$ cat src/rtl/ecc_modarith_ctrl.sv
// ecc_modarith_ctrl: CV-X-IF controller running modular add/sub on a modulus register,
// with an in-order result FIFO between the datapath and the core result channel.
module ecc_modarith_ctrl #(
    parameter int XLEN      = 64,
    parameter int ID_WIDTH  = 3,
    parameter int RES_DEPTH = 2
) (
    input  logic                clk_i,
    input  logic                rst_ni,
    input  logic                issue_valid_i,
    output logic                issue_ready_o,
    input  logic [31:0]         issue_instr_i,
    input  logic [ID_WIDTH-1:0] issue_id_i,
    input  logic [XLEN-1:0]     issue_rs1_i,
    input  logic [XLEN-1:0]     issue_rs2_i,
    input  logic [1:0]          issue_rs_valid_i,
    output logic                issue_accept_o,
    output logic                result_valid_o,
    input  logic                result_ready_i,
    output logic [ID_WIDTH-1:0] result_id_o,
    output logic [XLEN-1:0]     result_data_o,
    output logic [4:0]          result_rd_o,
    output logic                result_we_o,
    output logic                busy_o
);
    typedef enum logic [1:0] {IDLE, CALC, REDUCE} state_t;
    localparam logic [1:0] OP_SET = 2'd0, OP_ADD = 2'd1, OP_SUB = 2'd2, OP_GET = 2'd3;
    localparam int PW = RES_DEPTH > 1 ? $clog2(RES_DEPTH) : 1;
    localparam int CW = $clog2(RES_DEPTH + 1);
    localparam logic [PW-1:0] LAST_PTR = PW'(RES_DEPTH - 1);
    localparam logic [CW-1:0] DEPTH_C  = CW'(RES_DEPTH);

    state_t              state_q;
    logic [1:0]          op_q;
    logic [ID_WIDTH-1:0] id_q;
    logic [4:0]          rd_q;
    logic [XLEN-1:0]     a_q, b_q, mod_q;
    logic [XLEN:0]       raw_q;

    logic [ID_WIDTH-1:0] mem_id   [RES_DEPTH];
    logic [XLEN-1:0]     mem_data [RES_DEPTH];
    logic [4:0]          mem_rd   [RES_DEPTH];
    logic                mem_we   [RES_DEPTH];
    logic [PW-1:0]       wr_ptr_q, rd_ptr_q;
    logic [CW-1:0]       count_q;

    logic [2:0]      funct3;
    logic            rs_ok, xfer, push, pop, red_we, unused_instr;
    logic [XLEN:0]   mod_ext, add_diff;
    logic [XLEN-1:0] add_red, sub_red, red_data;

    assign funct3         = issue_instr_i[14:12];
    assign unused_instr   = ^{issue_instr_i[31:15], issue_instr_i[6:0]};
    assign rs_ok          = (funct3 == 3'd0) ? issue_rs_valid_i[0] :
                            (funct3 == 3'd1 || funct3 == 3'd2) ? &issue_rs_valid_i : 1'b1;
    assign issue_accept_o = ~funct3[2];
    assign issue_ready_o  = (state_q == IDLE) && (count_q < DEPTH_C) && rs_ok;
    assign xfer           = issue_valid_i && issue_ready_o;

    assign push           = state_q == REDUCE;
    assign result_valid_o = count_q != '0;
    assign pop            = result_valid_o && result_ready_i;
    assign busy_o         = (state_q != IDLE) || result_valid_o;

    assign result_id_o    = result_valid_o ? mem_id[rd_ptr_q]   : '0;
    assign result_data_o  = result_valid_o ? mem_data[rd_ptr_q] : '0;
    assign result_rd_o    = result_valid_o ? mem_rd[rd_ptr_q]   : '0;
    assign result_we_o    = result_valid_o && mem_we[rd_ptr_q];

    // Final reduction: one conditional subtract/add of the modulus brings the raw sum/difference back into range.
    always_comb begin
        mod_ext  = {1'b0, mod_q};
        add_diff = raw_q - mod_ext;
        add_red  = (mod_q != '0 && raw_q >= mod_ext) ? add_diff[XLEN-1:0] : raw_q[XLEN-1:0];
        sub_red  = (mod_q != '0 && raw_q[XLEN]) ? raw_q[XLEN-1:0] + mod_q : raw_q[XLEN-1:0];
        red_data = (op_q == OP_ADD) ? add_red :
                   (op_q == OP_SUB) ? sub_red :
                   (op_q == OP_GET) ? mod_q : '0;
        red_we   = op_q != OP_SET;
    end

    // Operation FSM: latch a supported request, form the raw result, then reduce and push.
    always_ff @(posedge clk_i or negedge rst_ni) begin
        if (!rst_ni) begin
            state_q <= IDLE;
            op_q    <= OP_SET;
            id_q    <= '0;
            rd_q    <= '0;
            a_q     <= '0;
            b_q     <= '0;
            mod_q   <= '0;
            raw_q   <= '0;
        end else begin
            case (state_q)
                IDLE: if (xfer && issue_accept_o) begin
                    state_q <= CALC;
                    op_q    <= funct3[1:0];
                    id_q    <= issue_id_i;
                    rd_q    <= issue_instr_i[11:7];
                    a_q     <= issue_rs1_i;
                    b_q     <= issue_rs2_i;
                end
                CALC: begin
                    state_q <= REDUCE;
                    raw_q   <= (op_q == OP_SUB) ? {1'b0, a_q} - {1'b0, b_q} : {1'b0, a_q} + {1'b0, b_q};
                    if (op_q == OP_SET) mod_q <= a_q;
                end
                default: state_q <= IDLE;
            endcase
        end
    end

    // Result FIFO: circular buffer, push from REDUCE, pop on the core handshake.
    always_ff @(posedge clk_i or negedge rst_ni) begin
        if (!rst_ni) begin
            wr_ptr_q <= '0;
            rd_ptr_q <= '0;
            count_q  <= '0;
            for (int i = 0; i < RES_DEPTH; i++) begin
                mem_id[i]   <= '0;
                mem_data[i] <= '0;
                mem_rd[i]   <= '0;
                mem_we[i]   <= 1'b0;
            end
        end else begin
            if (push) begin
                mem_id[wr_ptr_q]   <= id_q;
                mem_data[wr_ptr_q] <= red_data;
                mem_rd[wr_ptr_q]   <= rd_q;
                mem_we[wr_ptr_q]   <= red_we;
                wr_ptr_q           <= (wr_ptr_q == LAST_PTR) ? '0 : wr_ptr_q + 1'b1;
            end
            if (pop) rd_ptr_q <= (rd_ptr_q == LAST_PTR) ? '0 : rd_ptr_q + 1'b1;
            if (push && !pop) count_q <= count_q + 1'b1;
            else if (pop && !push) count_q <= count_q - 1'b1;
        end
    end
endmodule

$ cat config.mk
export PLATFORM = sky130hd
export DESIGN_NAME = ecc_modarith_ctrl
export DESIGN_NICKNAME = d
export VERILOG_FILES = /design/src/rtl/ecc_modarith_ctrl.sv
export SDC_FILE = /design/constraint.sdc
export NUM_CORES = 1
export LEC_CHECK = 0
export ABC_AREA = 1
export CORE_ASPECT_RATIO = 0.6
export CORE_UTILIZATION = 24
export DETAILED_ROUTE_END_ITERATION = 6
export PLACE_DENSITY_LB_ADDON = 0.25
export SYNTH_ARGS = -nofsm -noshare
export SYNTH_HDL_FRONTEND = slang
export SYNTH_SLANG_ARGS = --single-unit
export TNS_END_PERCENT = 20
$ cat constraint.sdc
create_clock -name clk_i -period 3.3 [get_ports clk_i]
set_clock_uncertainty 0.15 [all_clocks]
set_input_delay 0.495 -clock clk_i [delete_from_list [all_inputs] [get_ports clk_i]]
set_output_delay 0.495 -clock clk_i [all_outputs]
set_load 0.02 [all_outputs]
# Word level (Yosys, flattened, before mapping)
# Index checks and enable logic that the tools add are counted.
[word_totals]
wordCells = 110
output_inout_bits = 77
regBits = 419
in_bits = 169
[op_classes]
addsub = 8
bitwise_logic = 3
eq_ne = 8
n_lt_le_gt_ge = 5
n_reduce_logical = 26
mux = 41
[ops]
columns = ["operator", "count"]
rows = [
  ["64-bit two-way mux", 10],
  ["128-bit bitwise mux", 1],
  ["64-bit by 64-bit adder with 65-bit output", 1],
  ["65-bit by 64-bit >= comparator with 1-bit output", 1],
  ["65-bit two-way mux", 1],
  ["64-bit by 64-bit subtractor with 65-bit output", 1],
  ["64-bit adder", 1],
  ["64-bit demux with 1-bit select", 1],
  ["64-bit nonzero test", 1],
  ["64-bit subtractor", 1],
  ["5-bit two-way mux", 5],
  ["3-bit two-way mux", 5],
  ["1-bit logical AND", 11],
  ["10-bit bitwise mux", 1],
  ["1-bit two-way mux", 8],
  ["2-bit nonzero test", 4],
  ["6-bit bitwise mux", 1],
  ["2-bit == test (second input constant)", 3],
  ["2-bit two-way mux", 3],
  ["2-bit AND reduction", 3],
  ["5-bit demux with 1-bit select", 1],
  ["2-bit by 1-bit == test with 1-bit output (second input constant)", 2],
  ["2-bit >= comparator (second input constant)", 2],
  ["2-bit logical NOT", 2],
  ["17 further kinds", 21],
]

# Logic depth before layout (Yosys ltp)
[logic_depth]
ltp_word = 9
ltp_mapped = 27
mapped_depth_nobuf = 27

# Worst setup path after synthesis
# Ideal clock, no wire load.
[synth_timing]
kind = "reg2reg"
start = "register b_q[7]"
end = "register raw_q[54]"
period_less_slack_ns = 3.561
arrival_time_ns = 3.281
stages_incl_launch_ff = 25
n_path_buf = 0
setup_time_ns = 0.130
slack_ns = -0.261
required_time_ns = 3.020
cell_sequence = "dfrtp_1 -> nor2_1 -> nand2_1 -> nor3_2 -> nand2_1 -> nor2_2 -> nand2_1 -> inv_1 -> a31oi_1 -> a21oi_1 -> nand2_1 -> xnor2_1 -> ha_1 -> nand2_1 -> nor2_1 -> inv_1 -> nor2_1 -> inv_1 -> nor2_1 -> inv_1 -> or2_2 -> nand3_1 -> nand2_1 -> nand3_1 -> o21ai_0"
[synth_between]
elab_chain_len = 2
word_cells_on_any_way = 3
cone_classes = "add/sub (2); mux (1)"
[synth_rtl]
columns = ["item", "line_no", "source"]
rows = [
  ["start, declared", "37", "logic [XLEN-1:0] a_q, b_q, mod_q;"],
  ["start signal, assigned", "101", "b_q <= issue_rs2_i;"],
  ["64-bit by 64-bit adder with 65-bit output / 64-bit by 64-bit subtractor with 65-bit output (equally long branches)", "105", "raw_q <= (op_q == OP_SUB) ? {1'b0, a_q} - {1'b0, b_q} : {1'b0, a_q} + {1'b0, b_q};"],
  ["65-bit two-way mux (*)", "105", ""],
  ["end signal, assigned", "105", ""],
  ["end, declared", "38", "logic [XLEN:0] raw_q;"],
]
# Mark *: on every way between the ends. The rest lies on a longest branch, timed or not.
# A chain may end at the register's enable or synchronous reset.

# Worst setup path after layout
[layout_timing]
start = "register b_q[44]"
end = "register raw_q[54]"
# The elaborated chain is that of the path after synthesis.

==> out/results.tsv <==
metric	value	unit
status	finished with violations	
failing checks	negative setup slack	
GR Layer Usage met1	0.454	
DR iter-0 viols	5060	
clock sink count	419	
mapped cell area	38300	um^2
HPWL after DPL	201	mm
FMAX	236	MHz
flops & latches, synth	419	
Synth area leaders	dfrtp_1 (27%), nand2_1 (22%), inv_1 (10%)	
Starting Density	0.242	
XOR/XNOR share of the synthesized area	0.0334	
area grow syn2layout	55.1	%
CTS root buf	clkbuf_16	
fraction of registers with async set/reset	1.00	
leading area contributor after synthesis	dfrtp_1	
Post-synth EDFFs	0	
initial antenna violation count	10	
Setup crit end kind	register	
core footprint	158000	um^2
worst slack, placed	-1.76	ns
I/O Buffers	221	
largest family of logic cells by synthesized area	simple AND/OR/NAND/NOR gates	
nets	8277	
largest net degree at the start of global routing	81	
Via density	4.73	
Syn Nets	6725	
Slew Limit Headroom	0.397	
RSZ-0062 raised after global routing	true	
critical path peak fanout	4	
post-synth top area share	0.274	
wire length of the first global-routing pass	332	mm
Most Used Layer, Global Route	met1	
Num CTS Buffers	50	
Max-Cap Viols	0	
mux cell area share after synthesis	0	
CP Launch Type	register	
site row count	113	
Primary FF master, synth	dfrtp_1	
layout cell share with drive strength beyond 1	0.290	
drt total wl	238	mm
setup_tns	-67.94	ns
worst-case clock buffer depth	3	
met2 usage	0.388	
GRT Resource Usage Total	0.288	
H-tree depth	2	
Final min period	4.23	ns
Synth Area in Compound Gates	0.122	
Clk pin slew, worst setup/hold paths	0.07	ns
worst skew pair latency	0.70	ns
Final Slew Violations	0	
worst setup margin	-0.930	ns
max incr delay on CP	0.48	ns
Die Width	518	um
crit share post-route	1.28	
synthesized instance count	6360	
Yosys Warn Count	0	
Synth Area in Simple Gates	0.371	
Post-DRT Antenna Nets	0	
Slowest cell on crit path	nor4_2	
die area	161000	um^2
final hold vios	0	
Cell Chain, Critical Path	buf_4, nor4_2, and3_2, nand4_1, buf_6, xnor2_1, nand2_1, o21ai_1, ha_1, buf_4, nand2_2, nor2_2, inv_2, buf_4, nor2_4, inv_2, nor2_1, inv_1, nor3_1, nand2_1, nand3_2, nand2_1, nand3_1, o21ai_1	
post-synthesis adder-cell area fraction	0.0646	
CTS tree	built	
Top delay family on crit path	simple AND/OR/NAND/NOR gates	
DRC viols	0	
arrival time worst endpoint	4.65	ns
fin util	0.375	
vias in the first global route	45281	
First-pass DRT Iterations	6	
Worst-Margin Slew	0.902	ns
Seq/Total Area, Yosys	0.274	
count of cell types in the netlist	50	
routed length per instance	23.6	um
worst min-delay path class	primary input to register	
crit path kind	register to register	
Die Y	311	um
via count	47673	
total grt overflow	0	
Final Setup Violations	184	
Buffers & Inverters on Critical Path	7	
Data required, critical path	3.72	ns
GRT met3 Usage	0.0641	
GPL Wtd Cong	1.08	
IO Count	246	
syn_area_per_cell	6.02	um^2
==> registers in the layout, indices dropped and copies added (netlist names) <==
name / flops
a_q: 64
mod_q: 64
wr_ptr_q: 1
rd_ptr_q: 1
mem_we: 2
id_q: 3
rd_q: 5
b_q: 64
mem_id: 6
state_q: 2
op_q: 2
mem_data: 128
mem_rd: 10
raw_q: 65
count_q: 2
==> layout by cell type, fill, tap and decap left out, types with 76 or more instances in the layout <==
cell type           n
clkdlybuf4s50_1   196
nand2_2            89
nand3_2            94
inv_1             997
nand3_1           304
nand2_1          2176
ha_1              150
buf_4            1388
buf_12             80
dfrtp_1           413
xor2_1            102
nor2_1            413
o21ai_0           313
nor2_2             76
a21oi_1           295
==> what timing repair did <==
item,CTS,global route
pin swaps,150,72
gates resized for setup,557,264
setup endpoints to repair,188,213
hold endpoints to repair,46,0
hold buffers,1,0
setup buffers,60,26
==> final timing paths <==
kind,startpoint,endpoint,slack (ns),cells past startpoint
max,b_q[44]$_DFFE_PN0P_,raw_q[54]$_DFFE_PN0P_,-0.93,24
min,issue_rs2_i[39],b_q[39]$_DFFE_PN0P_,0.17,3
max reg2reg,b_q[44]$_DFFE_PN0P_,raw_q[54]$_DFFE_PN0P_,-0.93,24
min reg2reg,mem_data[22]$_DFFE_PN0P_,mem_data[22]$_DFFE_PN0P_,0.33,2
max in group asynchronous,rst_ni,b_q[6]$_DFFE_PN0P_,1.80,4
min in group asynchronous,rst_ni,mem_data[53]$_DFFE_PN0P_,0.23,2
==> layout make-up <==
| class | instances | area (um^2) |
|---|---|---|
| clock inverter | 23 | 417 |
| clock buffer | 67 | 1460 |
| tap | 2127 | 2660 |
| timing repair buffer | 1720 | 14600 |
| sequential | 419 | 10500 |
| inverter | 1068 | 4030 |
| fill | 17244 | 98900 |
| multi-input combinational | 4653 | 25700 |
| antenna | 2 | 5.00 |
==> cell usage after synthesis (35+ instances only) <==
library cell  instances
nand3_1             342
dfrtp_1             419
a21oi_1             362
o21ai_0             410
ha_1                193
clkbuf_1            111
nand4_1              52
inv_1              1056
nor3_1               46
nand2_1            2284
nand3_2              65
nor4_1               42
xor2_1              111
buf_4                39
buf_2                50
nor2_1              523
xnor2_1              35
==> layer usage <==
metal / share of wire / wire, um
met5: 0.00043 / 103
met4: 0.021 / 4990
met2: 0.37 / 89400
met1: 0.51 / 121000
met3: 0.095 / 22800
==> per-stage QoR <==
| step | cells | cell area (um^2) | hold slack (ns) |
|---|---|---|---|
| floorplan | 6360 | 38500 | 0.0494 |
| global placement | 9907 | 53800 | 0.312 |
| detailed placement | 9907 | 53800 | 0.316 |
| CTS | 10053 | 58200 | 0.143 |
| global route | 10077 | 59400 | 0.180 |
| finish | 10079 | 59400 | 0.173 |
==> worst min-delay path: stages <==
cell	delay [ns]
clkdlybuf4s50_1	0.39
nand2_1	0.06
nand2_1	0.04
==> logic make-up (layout without fill, tap and decap cells) <==
| logic type | count (synthesis) | after routing |
|---|---|---|
| simple gates | 3425 | 3425 |
| buf+inv | 1288 | 2878 |
| flops | 419 | 419 |
| xor+xnor | 146 | 146 |
| fa+ha+maj | 196 | 196 |
| compound gates | 886 | 886 |
| other cells | 0 | 2 |
Power is not shown: default switching activity piles up to over one toggle a cycle in this logic, so the estimate is an artifact.
